$ cat src/rtl/ex_muldiv_unit.sv
// rtl/ex_muldiv_unit.sv - Iterative MIPS multiply/divide unit owning HI/LO
//
// Ports:
//   clk, reset        rising-edge clock, asynchronous active-low reset
//   ex_valid_i        EX slot holds a real instruction
//   funct_i, rtype_i  funct field and R-type flag from ID/EX
//   rs_data_i         dividend / multiplicand / mthi-mtlo source
//   rt_data_i         divisor / multiplier
//   hilo_rdata_o      HI for mfhi, LO for mflo, else 0 (combinational)
//   hi_o, lo_o        architectural HI/LO registers
//   busy_o            iterative operation in flight
//   stall_o           hold the front of the pipe (HI/LO user while busy)
module ex_muldiv_unit #(
    parameter int WIDTH = 32
) (
    input  logic             clk,
    input  logic             reset,
    input  logic             ex_valid_i,
    input  logic [5:0]       funct_i,
    input  logic             rtype_i,
    input  logic [WIDTH-1:0] rs_data_i,
    input  logic [WIDTH-1:0] rt_data_i,
    output logic [WIDTH-1:0] hilo_rdata_o,
    output logic [WIDTH-1:0] hi_o,
    output logic [WIDTH-1:0] lo_o,
    output logic             busy_o,
    output logic             stall_o
);

    localparam int CW = (WIDTH > 1) ? $clog2(WIDTH) : 1;

    localparam logic [5:0] F_MFHI  = 6'h10;
    localparam logic [5:0] F_MTHI  = 6'h11;
    localparam logic [5:0] F_MFLO  = 6'h12;
    localparam logic [5:0] F_MTLO  = 6'h13;
    localparam logic [5:0] F_MULT  = 6'h18;
    localparam logic [5:0] F_MULTU = 6'h19;
    localparam logic [5:0] F_DIV   = 6'h1A;
    localparam logic [5:0] F_DIVU  = 6'h1B;

    typedef enum logic [1:0] {IDLE, MUL, DIV, FIX} state_t;

    state_t state, state_nxt;

    logic [WIDTH-1:0]   hi_q, lo_q;
    logic [2*WIDTH-1:0] prod_q;     // {partial product, remaining multiplier bits}
    logic [WIDTH-1:0]   opnd_q;     // multiplicand (mult) or divisor (div) magnitude
    logic [WIDTH-1:0]   quo_q;      // dividend bits shifting out, quotient bits shifting in
    logic [WIDTH:0]     rem_q;      // partial remainder, one guard bit
    logic [CW-1:0]      count_q;
    logic               sign_q, sign_r, op_div, div_zero;

    // Decode
    logic dec, is_mult, is_multu, is_div, is_divu;
    logic is_mfhi, is_mthi, is_mflo, is_mtlo;
    logic is_mul_any, is_div_any, hilo_use, accept;

    assign dec        = ex_valid_i & rtype_i;
    assign is_mult    = dec & (funct_i == F_MULT);
    assign is_multu   = dec & (funct_i == F_MULTU);
    assign is_div     = dec & (funct_i == F_DIV);
    assign is_divu    = dec & (funct_i == F_DIVU);
    assign is_mfhi    = dec & (funct_i == F_MFHI);
    assign is_mthi    = dec & (funct_i == F_MTHI);
    assign is_mflo    = dec & (funct_i == F_MFLO);
    assign is_mtlo    = dec & (funct_i == F_MTLO);
    assign is_mul_any = is_mult | is_multu;
    assign is_div_any = is_div | is_divu;
    assign hilo_use   = is_mul_any | is_div_any | is_mfhi | is_mthi | is_mflo | is_mtlo;

    assign busy_o  = (state != IDLE);
    assign stall_o = busy_o & hilo_use;
    assign accept  = (state == IDLE) & (is_mul_any | is_div_any);

    assign hi_o = hi_q;
    assign lo_o = lo_q;
    assign hilo_rdata_o = is_mfhi ? hi_q : (is_mflo ? lo_q : '0);

    // Operand magnitudes; sign bits only count for the signed opcodes
    logic             signed_op, sa, sb;
    logic [WIDTH-1:0] mag_a, mag_b;

    assign signed_op = is_mult | is_div;
    assign sa        = signed_op & rs_data_i[WIDTH-1];
    assign sb        = signed_op & rt_data_i[WIDTH-1];
    assign mag_a     = sa ? (~rs_data_i + 1'b1) : rs_data_i;
    assign mag_b     = sb ? (~rt_data_i + 1'b1) : rt_data_i;

    // One shift-add multiply step
    logic [WIDTH:0]     mul_sum;
    logic [2*WIDTH-1:0] prod_step;

    assign mul_sum   = {1'b0, prod_q[2*WIDTH-1:WIDTH]} + (prod_q[0] ? {1'b0, opnd_q} : '0);
    assign prod_step = {mul_sum, prod_q[WIDTH-1:1]};

    // One restoring divide step; diff[WIDTH] set means the trial subtract went negative
    logic [WIDTH:0] div_shift, div_diff;

    assign div_shift = {rem_q[WIDTH-1:0], quo_q[WIDTH-1]};
    assign div_diff  = div_shift - {1'b0, opnd_q};

    // Sign fix-up. Division by zero leaves |rs| in the remainder, and restoring
    // its sign reproduces rs exactly, so only the quotient needs overriding.
    logic [2*WIDTH-1:0] prod_fix;
    logic [WIDTH-1:0]   quo_fix, rem_fix;

    assign prod_fix = sign_q ? (~prod_q + 1'b1) : prod_q;
    assign quo_fix  = div_zero ? '1 : (sign_q ? (~quo_q + 1'b1) : quo_q);
    assign rem_fix  = sign_r ? (~rem_q[WIDTH-1:0] + 1'b1) : rem_q[WIDTH-1:0];

    logic last_iter;
    assign last_iter = (count_q == CW'(WIDTH - 1));

    always_ff @(posedge clk or negedge reset) begin
        if (!reset) begin
            state <= IDLE;
        end else begin
            state <= state_nxt;
        end
    end

    always_comb begin
        state_nxt = state;
        case (state)
            IDLE: begin
                if (is_mul_any) begin
                    state_nxt = MUL;
                end else if (is_div_any) begin
                    state_nxt = DIV;
                end
            end
            MUL:     if (last_iter) state_nxt = FIX;
            DIV:     if (last_iter) state_nxt = FIX;
            FIX:     state_nxt = IDLE;
            default: state_nxt = IDLE;
        endcase
    end

    always_ff @(posedge clk or negedge reset) begin
        if (!reset) begin
            hi_q     <= '0;
            lo_q     <= '0;
            prod_q   <= '0;
            opnd_q   <= '0;
            quo_q    <= '0;
            rem_q    <= '0;
            count_q  <= '0;
            sign_q   <= 1'b0;
            sign_r   <= 1'b0;
            op_div   <= 1'b0;
            div_zero <= 1'b0;
        end else begin
            case (state)
                IDLE: begin
                    if (accept) begin
                        prod_q   <= {{WIDTH{1'b0}}, mag_b};
                        opnd_q   <= is_div_any ? mag_b : mag_a;
                        quo_q    <= mag_a;
                        rem_q    <= '0;
                        count_q  <= '0;
                        sign_q   <= sa ^ sb;
                        sign_r   <= sa;
                        op_div   <= is_div_any;
                        div_zero <= (rt_data_i == '0);
                    end
                    if (is_mthi) hi_q <= rs_data_i;
                    if (is_mtlo) lo_q <= rs_data_i;
                end
                MUL: begin
                    prod_q  <= prod_step;
                    count_q <= count_q + 1'b1;
                end
                DIV: begin
                    if (div_diff[WIDTH]) begin
                        rem_q <= div_shift;
                        quo_q <= {quo_q[WIDTH-2:0], 1'b0};
                    end else begin
                        rem_q <= div_diff;
                        quo_q <= {quo_q[WIDTH-2:0], 1'b1};
                    end
                    count_q <= count_q + 1'b1;
                end
                FIX: begin
                    if (op_div) begin
                        lo_q <= quo_fix;
                        hi_q <= rem_fix;
                    end else begin
                        hi_q <= prod_fix[2*WIDTH-1:WIDTH];
                        lo_q <= prod_fix[WIDTH-1:0];
                    end
                end
                default: ;
            endcase
        end
    end

endmodule
$ cat config.mk
export PLATFORM = sky130hd
export DESIGN_NAME = ex_muldiv_unit
export DESIGN_NICKNAME = d
export VERILOG_FILES = /design/src/rtl/ex_muldiv_unit.sv
export SDC_FILE = /design/constraint.sdc
export NUM_CORES = 1
export LEC_CHECK = 0
export CAP_MARGIN = 0
export CORE_ASPECT_RATIO = 1.2
export CORE_UTILIZATION = 40
export DETAILED_ROUTE_END_ITERATION = 16
export SYNTH_ARGS = -nofsm -noshare
export SYNTH_HDL_FRONTEND = slang
export SYNTH_SLANG_ARGS = --single-unit
export TNS_END_PERCENT = 20
$ cat constraint.sdc
create_clock -name clk -period 3.9 [get_ports clk]
set_clock_uncertainty 0.15 [all_clocks]
set_input_delay 0.78 -clock clk [delete_from_list [all_inputs] [get_ports clk]]
set_output_delay 0.78 -clock clk [all_outputs]
set_load 0.02 [all_outputs]
Word-level counts from Yosys, hierarchy flattened
Cells that the tools add are included.
Storage, ports and cells
  bits in latches: 0
  input port bits: 74
  output and inout port bits: 98
  bits in read-only memories: 0
  memories: 0
  bits in writable memories: 0
  logic and storage cells: 109
  flip-flop bits (word level): 235
Operators by class
  equality and inequality tests: 17
  shift operators: 0
  reductions and logical operators: 15
  divide/modulo/power cells: 0
  bitwise operators: 27
  $lt $le $gt $ge: 0
  $mul: 0
  mux-type cells: 30
  $add $sub $neg: 8
Operators by type and width (count)
  two-way mux 32 bit: 16
  one-hot mux 32 bit (2 select lines): 4
  adder 32 x 1 -> 32 bit (second input constant): 4
  two-way mux 64 bit: 2
  NOT 32 bit: 4
  one-hot mux 64 bit (2 select lines): 1
  adder 64 x 1 -> 64 bit (second input constant): 1
  NOT 64 bit: 1
  == test 6 x 5 -> 1 bit (second input constant): 8
  adder 32 x 32 -> 33 bit: 1
  subtractor 33 x 32 -> 33 bit: 1
  logical NOT 32 bit: 1
  AND reduction 2 bit: 7
  bitwise AND 1 bit: 13
  one-hot mux 5 bit (2 select lines): 1
  nonzero test 2 bit: 5
  bitwise OR 1 bit: 8
  two-way mux 2 bit: 3
  inequality test 2 bit (second input constant): 3
  one-hot mux 2 bit (3 select lines): 1
  adder 5 x 1 -> 5 bit (second input constant): 1
  == test 5 bit (second input constant): 1
  two-way mux 5 bit: 1
  == test 2 bit (second input constant): 2
  other kinds (7): 7

Depth between registers and ports, before layout
Gate-level depths: netlist of the first run.
  depth in word-level cells: 9
  mapped depth: 15
  gate-level depth less buffers: 14

Worst setup path before layout of the first run
Ideal clock, no wire load.
  path type: register to register
  start: register quo_q[31]
  end: register rem_q[19]
  path slack: 0.368 ns
  arrival: 3.261 ns
  path buffers: 1
  library setup time: 0.121 ns
  period minus slack after synthesis: 3.532 ns
  required time: 3.629 ns
  stages on the path, launching flop included: 14
  path through: dfrtp_1 > inv_1 > ha_1 > fa_1 > nor2b_1 > o31ai_1 > a32oi_1 > a31oi_1 > o21ai_0 > a211oi_1 > xnor2_1 > clkbuf_1 > a21oi_1 > a22o_1
On the way
  word-level cells in the longest chain between the ends: 3
RTL lines
  start: declaration: line 48  | logic [WIDTH-1:0] quo_q;
  start signal: assignment: line 158  | quo_q <= mag_a;
  start signal: assignment: line 176  | quo_q <= {quo_q[WIDTH-2:0], 1'b0};
  start signal: assignment: line 179  | quo_q <= {quo_q[WIDTH-2:0], 1'b1};
  subtractor 33 x 32 -> 33 bit: line 100  | assign div_diff = div_shift - {1'b0, opnd_q};
  two-way mux 32 bit: line 174  | if (div_diff[WIDTH]) begin
  one-hot mux 32 bit (2 select lines): line 153  | case (state)
  end signal: assignment: line 175  | rem_q <= div_shift;
  end signal: assignment: line 178  | rem_q <= div_diff;
  end: declaration: line 49  | logic [WIDTH:0] rem_q;
Every way passes these cells.
A chain may end at the register's enable or synchronous reset.

Worst setup path after layout of the first run
  start: register prod_q[14]
  end: register hi_q[24], in the netlist hi_o[24]
On the way
  word-level cells in the longest chain between the ends: 5
RTL lines
  start: declaration: line 46  | logic [2*WIDTH-1:0] prod_q;
  start signal: assignment: line 156  | prod_q <= {{WIDTH{1'b0}}, mag_b};
  start signal: assignment: line 170  | prod_q <= prod_step;
  NOT 64 bit: line 107  | assign prod_fix = sign_q ? (~prod_q + 1'b1) : prod_q;
  adder 64 x 1 -> 64 bit: line 107
  two-way mux 64 bit: line 107
  two-way mux 32 bit: line 184  | if (op_div) begin
  one-hot mux 32 bit (2 select lines): line 153
  end signal: assignment: line 166  | if (is_mthi) hi_q <= rs_data_i;
  end signal: assignment: line 186  | hi_q <= rem_fix;
  end signal: assignment: line 188  | hi_q <= prod_fix[2*WIDTH-1:WIDTH];
  end: declaration: line 45  | logic [WIDTH-1:0] hi_q, lo_q;
Every way passes these cells.

==> results of run 1 <==
[worst max-delay path: cells and delay by family (launching register included)]
kind | cells | cell delay (ps)
AO/OA/AOI/OAI | 3 | 960
flip-flops | 1 | 430
XOR/XNOR | 1 | 110
AND/OR/NAND/NOR | 5 | 2000
[cell type report]
cell class / count / area (um2)
Multi-Input combinational cell: 1906 / 12200
Clock buffer: 38 / 800
Timing Repair Buffer: 319 / 2900
Tap cell: 616 / 771
Fill cell: 4453 / 23100
Inverter: 80 / 300
Sequential cell: 235 / 5880
Clock inverter: 14 / 206
[cell usage in the layout (no fill, tap or decap), drive strengths merged, types with 7 or more instances in the layout]
cell type	instances
nand2	304
o21ai	255
nand2b	54
or4	23
o31ai	59
a32oi	9
clkinv	7
nor2	235
o221ai	35
a21o	33
o21a	10
xor2	90
inv	79
a21oi	113
nand3	31
nor2b	16
ha	76
nor4	14
dfrtp	235
or3	44
a31oi	67
clkdlybuf4s50	137
nand4	8
clkbuf	38
buf	150
nor3	33
xnor2	140
mux2i	103
o22ai	7
dlygate4sd2	32
o41ai	23
a211oi	17
or2	8
o211ai	25
[final timing paths]
| kind | to | slack (ps) | start | cells after the start |
|---|---|---|---|---|
| setup / recovery | hi_o[24] | 80 | prod_q[14] | 9 |
| hold / removal | prod_q[5] | 70 | reset | 1 |
| setup reg to reg | hi_o[24] | 80 | prod_q[14] | 9 |
| hold reg to reg | opnd_q[23] | 350 | opnd_q[23] | 2 |
| max in group asynchronous | lo_o[6] | 2550 | reset | 2 |
| min in group clk | opnd_q[23] | 350 | opnd_q[23] | 2 |
[state kept, by name (all words and copies together) (netlist names), 2 cells and up]
signal   cells
count_q      5
hi_o        32
lo_o        32
opnd_q      32
prod_q      64
quo_q       32
rem_q       32
state        2
[layer usage]
metal / up-vias / GRT usage
li1: 8853 / -
met1: 9264 / 0.365
met2: 599 / 0.545
met3: 198 / 0.0332
met4: 4 / 0.208
met5: - / 0
[where the power goes]
part | total (mW) | leakage, nW | switching [mW] | internal [mW]
Clock | 2.92 | 0.487 | 1.16 | 1.77
Sequential | 4.74 | 2.92 | 1.32 | 3.42
Combinational | 9.41 | 6.51 | 5.65 | 3.76
[through the flow]
step	power [mW]	setup TNS (ps)	std cells	instance area [um2]	util
floorplan	10.3	0	2352	18800	-
global placement	13.9	-397	3156	22000	0.477
detailed placement	14.1	-810	3156	22000	0.477
CTS	17.0	0	3208	23000	0.498
global route	18.1	-21.3	3208	23000	0.499
finish	17.1	0	3208	23000	0.499
[kinds of logic after synthesis]
logic type / share of synthesized area
simple gates: 0.191
compound gates: 0.236
flops: 0.313
xor+xnor: 0.107
buf+inv: 0.0426
mux: 0.0573
fa+ha+maj: 0.0528
==> flow_summary.toml, run 1 <==
[global_route]
grt_pass1_vias = 18300
overflow = 0
grt_use_total = 0.315
grt_max_degree = 97
grt_first_pass_wirelength_um = 113000
antenna_found_initial = 2

[min_path]
hold_class = "input port to async pin"

[route]
via_per_inst = 5.90
drt_pass1_iterations = 5
route.antenna.remaining_nets = 0
vias = 18900
routedWlPerCell_um = 23.6
drt_iter0_markers = 1316
wl_met3_um = 3490
highest_layer = "met5"
met2WireLength_um = 37200
wl_um = 75600
drc = 0
wl_met1_um = 29400

[finish]
insertedDiodeCount = 0
areaGrowthSynthToFinish_pct = 22.6
nets = 2723
drive_gt1_frac = 0.0903

[cts]
clk_latency_ps = 580
cts_sinks = 235
htree_num_levels = 1
cts_hold_buf = 0
cts.path.max_buffers = 3
cts_root_buf = "clkbuf_16"
cts_tree = "yes"
cts.clk_slew.worst_paths_ps = 60
cts_buffers = 29
cts_setup_buffers = 0
cts_resized = 32

[outcome]
status = "finished clean"

[timing]
relSlewSlack = 0.209
final_max_slew_viol_count = 0
final-setup-viol-count = 0
rsz0062_at_grt = "true"
setup_ws_ps = 83.0
fmax_ghz = 0.262
holdWs_ps = 71.6
period_minus_slack_ps = 3820
finalHoldViolCount = 0
worstMarginPinSlew_ps = 1180
fin_crit_sh = 0.979

[critical_path]
worst_setup_path_start_kind = "flop"
cp_max_fo = 5
critPathCaptureType = "flop"
worst_ep_arrival_time_ps = 4070
worstSetupPathType = "flop to flop"
worstPathRequired_ps = 4160
crit_slowest_cell = "or4_1"
slowest_delay_ps = 610
crit_chain = "or4_1 > or2_2 > or3_1 > nor2_1 > nand3_1 > o41ai_1 > xnor2_1 > o21ai_0 > o211ai_1"

[run]
maxCapViolCount = 0

[yosys]
syn_area_um2 = 18800
async_flop_share = 1.00
synth-seq-area-share = 0.313
synth_top_area_frac = 0.313
yosysMostFrequentCell = "nand2_1"
synth_area_leader_cell = "dfrtp_1"
syn-num-nets = 2504
syn_inst = 2352
ys.flop_type = "dfrtp_1"
post_synth_num_cell_types = 69
synth_edf_count = 0
synth_seq_cells = 235
synth_area_leaders = "dfrtp_1, o21ai_0, xnor2_1"
ys_top_cells_by_count = "nand2_1, o21ai_0, dfrtp_1, nor2_1, xnor2_1"
avgSynthCellArea_um2 = 7.98
yosys_warnings = 0

[power_and_ir_drop]
peakVddDrop_v = 0.000383
leakage_nw = 9.91
power.density_nw_per_um2 = 742

[die]
start_util = 0.407
ioPinCount = 172
die_w_um = 200
core_um2 = 46200
die_area_um2 = 47800
rows = 86
die_h_um = 239

[placement]
io_buffers = 171
post-dp-hpwl_um = 59200
pre_cts_slack_ps = -91.3
gp_congestion = 1.01
Power figures use the tool's default switching activity.
==> inputs of run 2 (changes only) <==
CORE_UTILIZATION = 55   (was 40)
PLACE_DENSITY = 0.77   (was default)
==> run 2 against run 1 <==
Sequential cell count did not move. Non-clock buffer count is 49 lower. Combinational power decreased by 2.9%. Cell count decreased by 6.8%. Die area fell by 27%. Design area down 2.6%.
==> flow_summary.toml, run 2 (synthesis results as in run 1) <==
[global_route]
grt_max_degree = 97
overflow = 0
antenna_found_initial = 1
grt_first_pass_wirelength_um = 106000
grt_use_total = 0.405
grt_pass1_vias = 18200

[timing]
fmax_ghz = 0.266
fin_crit_sh = 0.965
tns_ps = 0
final-setup-viol-count = 0
rsz0062_at_grt = "true"
relSlewSlack = 0.335
period_minus_slack_ps = 3760
finalHoldViolCount = 0
final_max_slew_viol_count = 0
worstMarginPinSlew_ps = 995

[critical_path]
critPathCaptureType = "flop"
slowest_delay_ps = 430
crit_chain = "inv_1 > ha_1 > fa_1 > nor2b_1 > o31ai_1 > a32oi_1 > a31oi_1 > o21ai_0 > a211oi_1 > buf_4 > xnor2_2 > buf_12 > nand2_1 > a32o_1"
cp_max_fo = 19
cp_top_family = "compound AO/OA/AOI/OAI gates"
worst_setup_path_start_kind = "flop"
crit_slowest_cell = "dfrtp_1"
worst_ep_arrival_time_ps = 4060
r2r-start = "quo_q[31]"
worstPathRequired_ps = 4200
crit_path_start = "quo_q[31]"
path_buf_inv = 3
worstSetupPathType = "flop to flop"

[finish]
n_fill_cell = 2869
fin_cells = 2990
areaGrowthSynthToFinish_pct = 19.4
largest_reg_flops = 64
layout_commonest_cell = "nand2_1"
drive_gt1_frac = 0.0737
mostFrequentLayoutCells = "nand2_1, o21ai_0, nor2_1, dfrtp_1, xnor2_1"
regMostFlops = "prod_q"
nets = 2671

[min_path]
hold_class = "input port to async pin"

[route]
vias = 19300
route.antenna.remaining_nets = 0
wl_um = 70700
routedWlPerCell_um = 23.6
drt_iter0_markers = 1951
drt_pass1_iterations = 6
via_per_inst = 6.45
drc = 0

[die]
die_h_um = 204
die_area_um2 = 34900
die_w_um = 171
core_um2 = 33300
rows = 73
ioPinCount = 172
start_util = 0.563

[power_and_ir_drop]
power.density_nw_per_um2 = 746
peakVddDrop_v = 0.000479
leakage_nw = 9.67

[placement]
io_buffers = 171
post-dp-hpwl_um = 54100
dp.cells = 2941
gp_congestion = 1.10

[cts]
cts.path.max_buffers = 3
cts.clk_slew.worst_paths_ps = 60
clk_latency_ps = 560
cts_sinks = 235
cts_root_buf = "clkbuf_16"
cts_buffers = 26
cts_tree = "yes"
htree_num_levels = 1

[outcome]
status = "finished clean"

[run]
maxCapViolCount = 0
run 2: cell types whose count changed in the layout (fill, tap and decap cells not counted), sizes merged:
cell,before,now
clkinvlp,3,1
diode,0,1
inv,79,78
clkbuf,38,34
clkinv,7,10
buf,150,101
run 2: what timing repair did:
| action | CTS | global route |
|---|---|---|
| endpoints found under the setup margin | 32 | 7 |
| pin swaps | 0 | 1 |
| hold endpoints to repair | 0 | 0 |
| resized for setup | 32 | 7 |
| hold buffers | 0 | 0 |
| setup buffers | 0 | 0 |
run 2: layer usage:
layer,wire (um),track usage
met2,33100,0.672
met4,6610,0.329
met3,6150,0.0767
met5,11,0
met1,24800,0.452
run 2: area by class of cell:
| type | count | area, um2 | area share |
|---|---|---|---|
| flip-flops and latches | 235 | 5880 | 0.262 |
| clock inverters | 14 | 201 | 0.00899 |
| repair buffers | 270 | 2540 | 0.113 |
| diodes | 1 | 2.50 | 0.000112 |
| well taps | 450 | 563 | 0.0251 |
| inverters | 80 | 300 | 0.0134 |
| clock buffers | 34 | 752 | 0.0335 |
| multi-input cells | 1906 | 12200 | 0.543 |
run 2: worst paths after layout:
kind,endpoint,depth (start not counted),slack [ps]
max in group asynchronous,hi_o[31],2,2570
min,prod_q[5],1,70
max reg2reg,rem_q[1],14,140
min reg2reg,opnd_q[24],2,350
min in group clk,opnd_q[24],2,350
max,rem_q[1],14,140
run 2: report_power, final:
part | internal [mW] | switching, mW | leakage [nW]
clock | 1.69 | 1.10 | 0.473
sequential | 3.42 | 1.40 | 2.92
combinational | 3.65 | 5.49 | 6.28
total | 8.75 | 7.98 | 9.67
run 2: worst register-to-register path: cells and delay by family (launching register included):
kind	cells	cell delay, ps
adders and majority gates	2	620
and+or+nand+nor	2	290
AOI/OAI and AO/OA	6	1450
buffers and inverters	3	520
xor gates and xnor gates	1	200
DFF	1	430
run 2: through the flow:
| step | util | area [um2] | hold slack (ps) | setup slack, ps | total power, mW |
|---|---|---|---|---|---|
| CTS | 0.671 | 22400 | 92.8 | 157 | 16.5 |
| detailed placement | 0.644 | 21500 | 330 | -86.9 | 13.7 |
| floorplan | - | 18800 | 300 | 368 | 10.3 |
| finish | 0.672 | 22400 | 73.8 | 137 | 16.7 |
| global route | 0.672 | 22400 | 96.2 | -80.6 | 17.7 |
| global placement | 0.644 | 21500 | 317 | 6.07 | 13.4 |
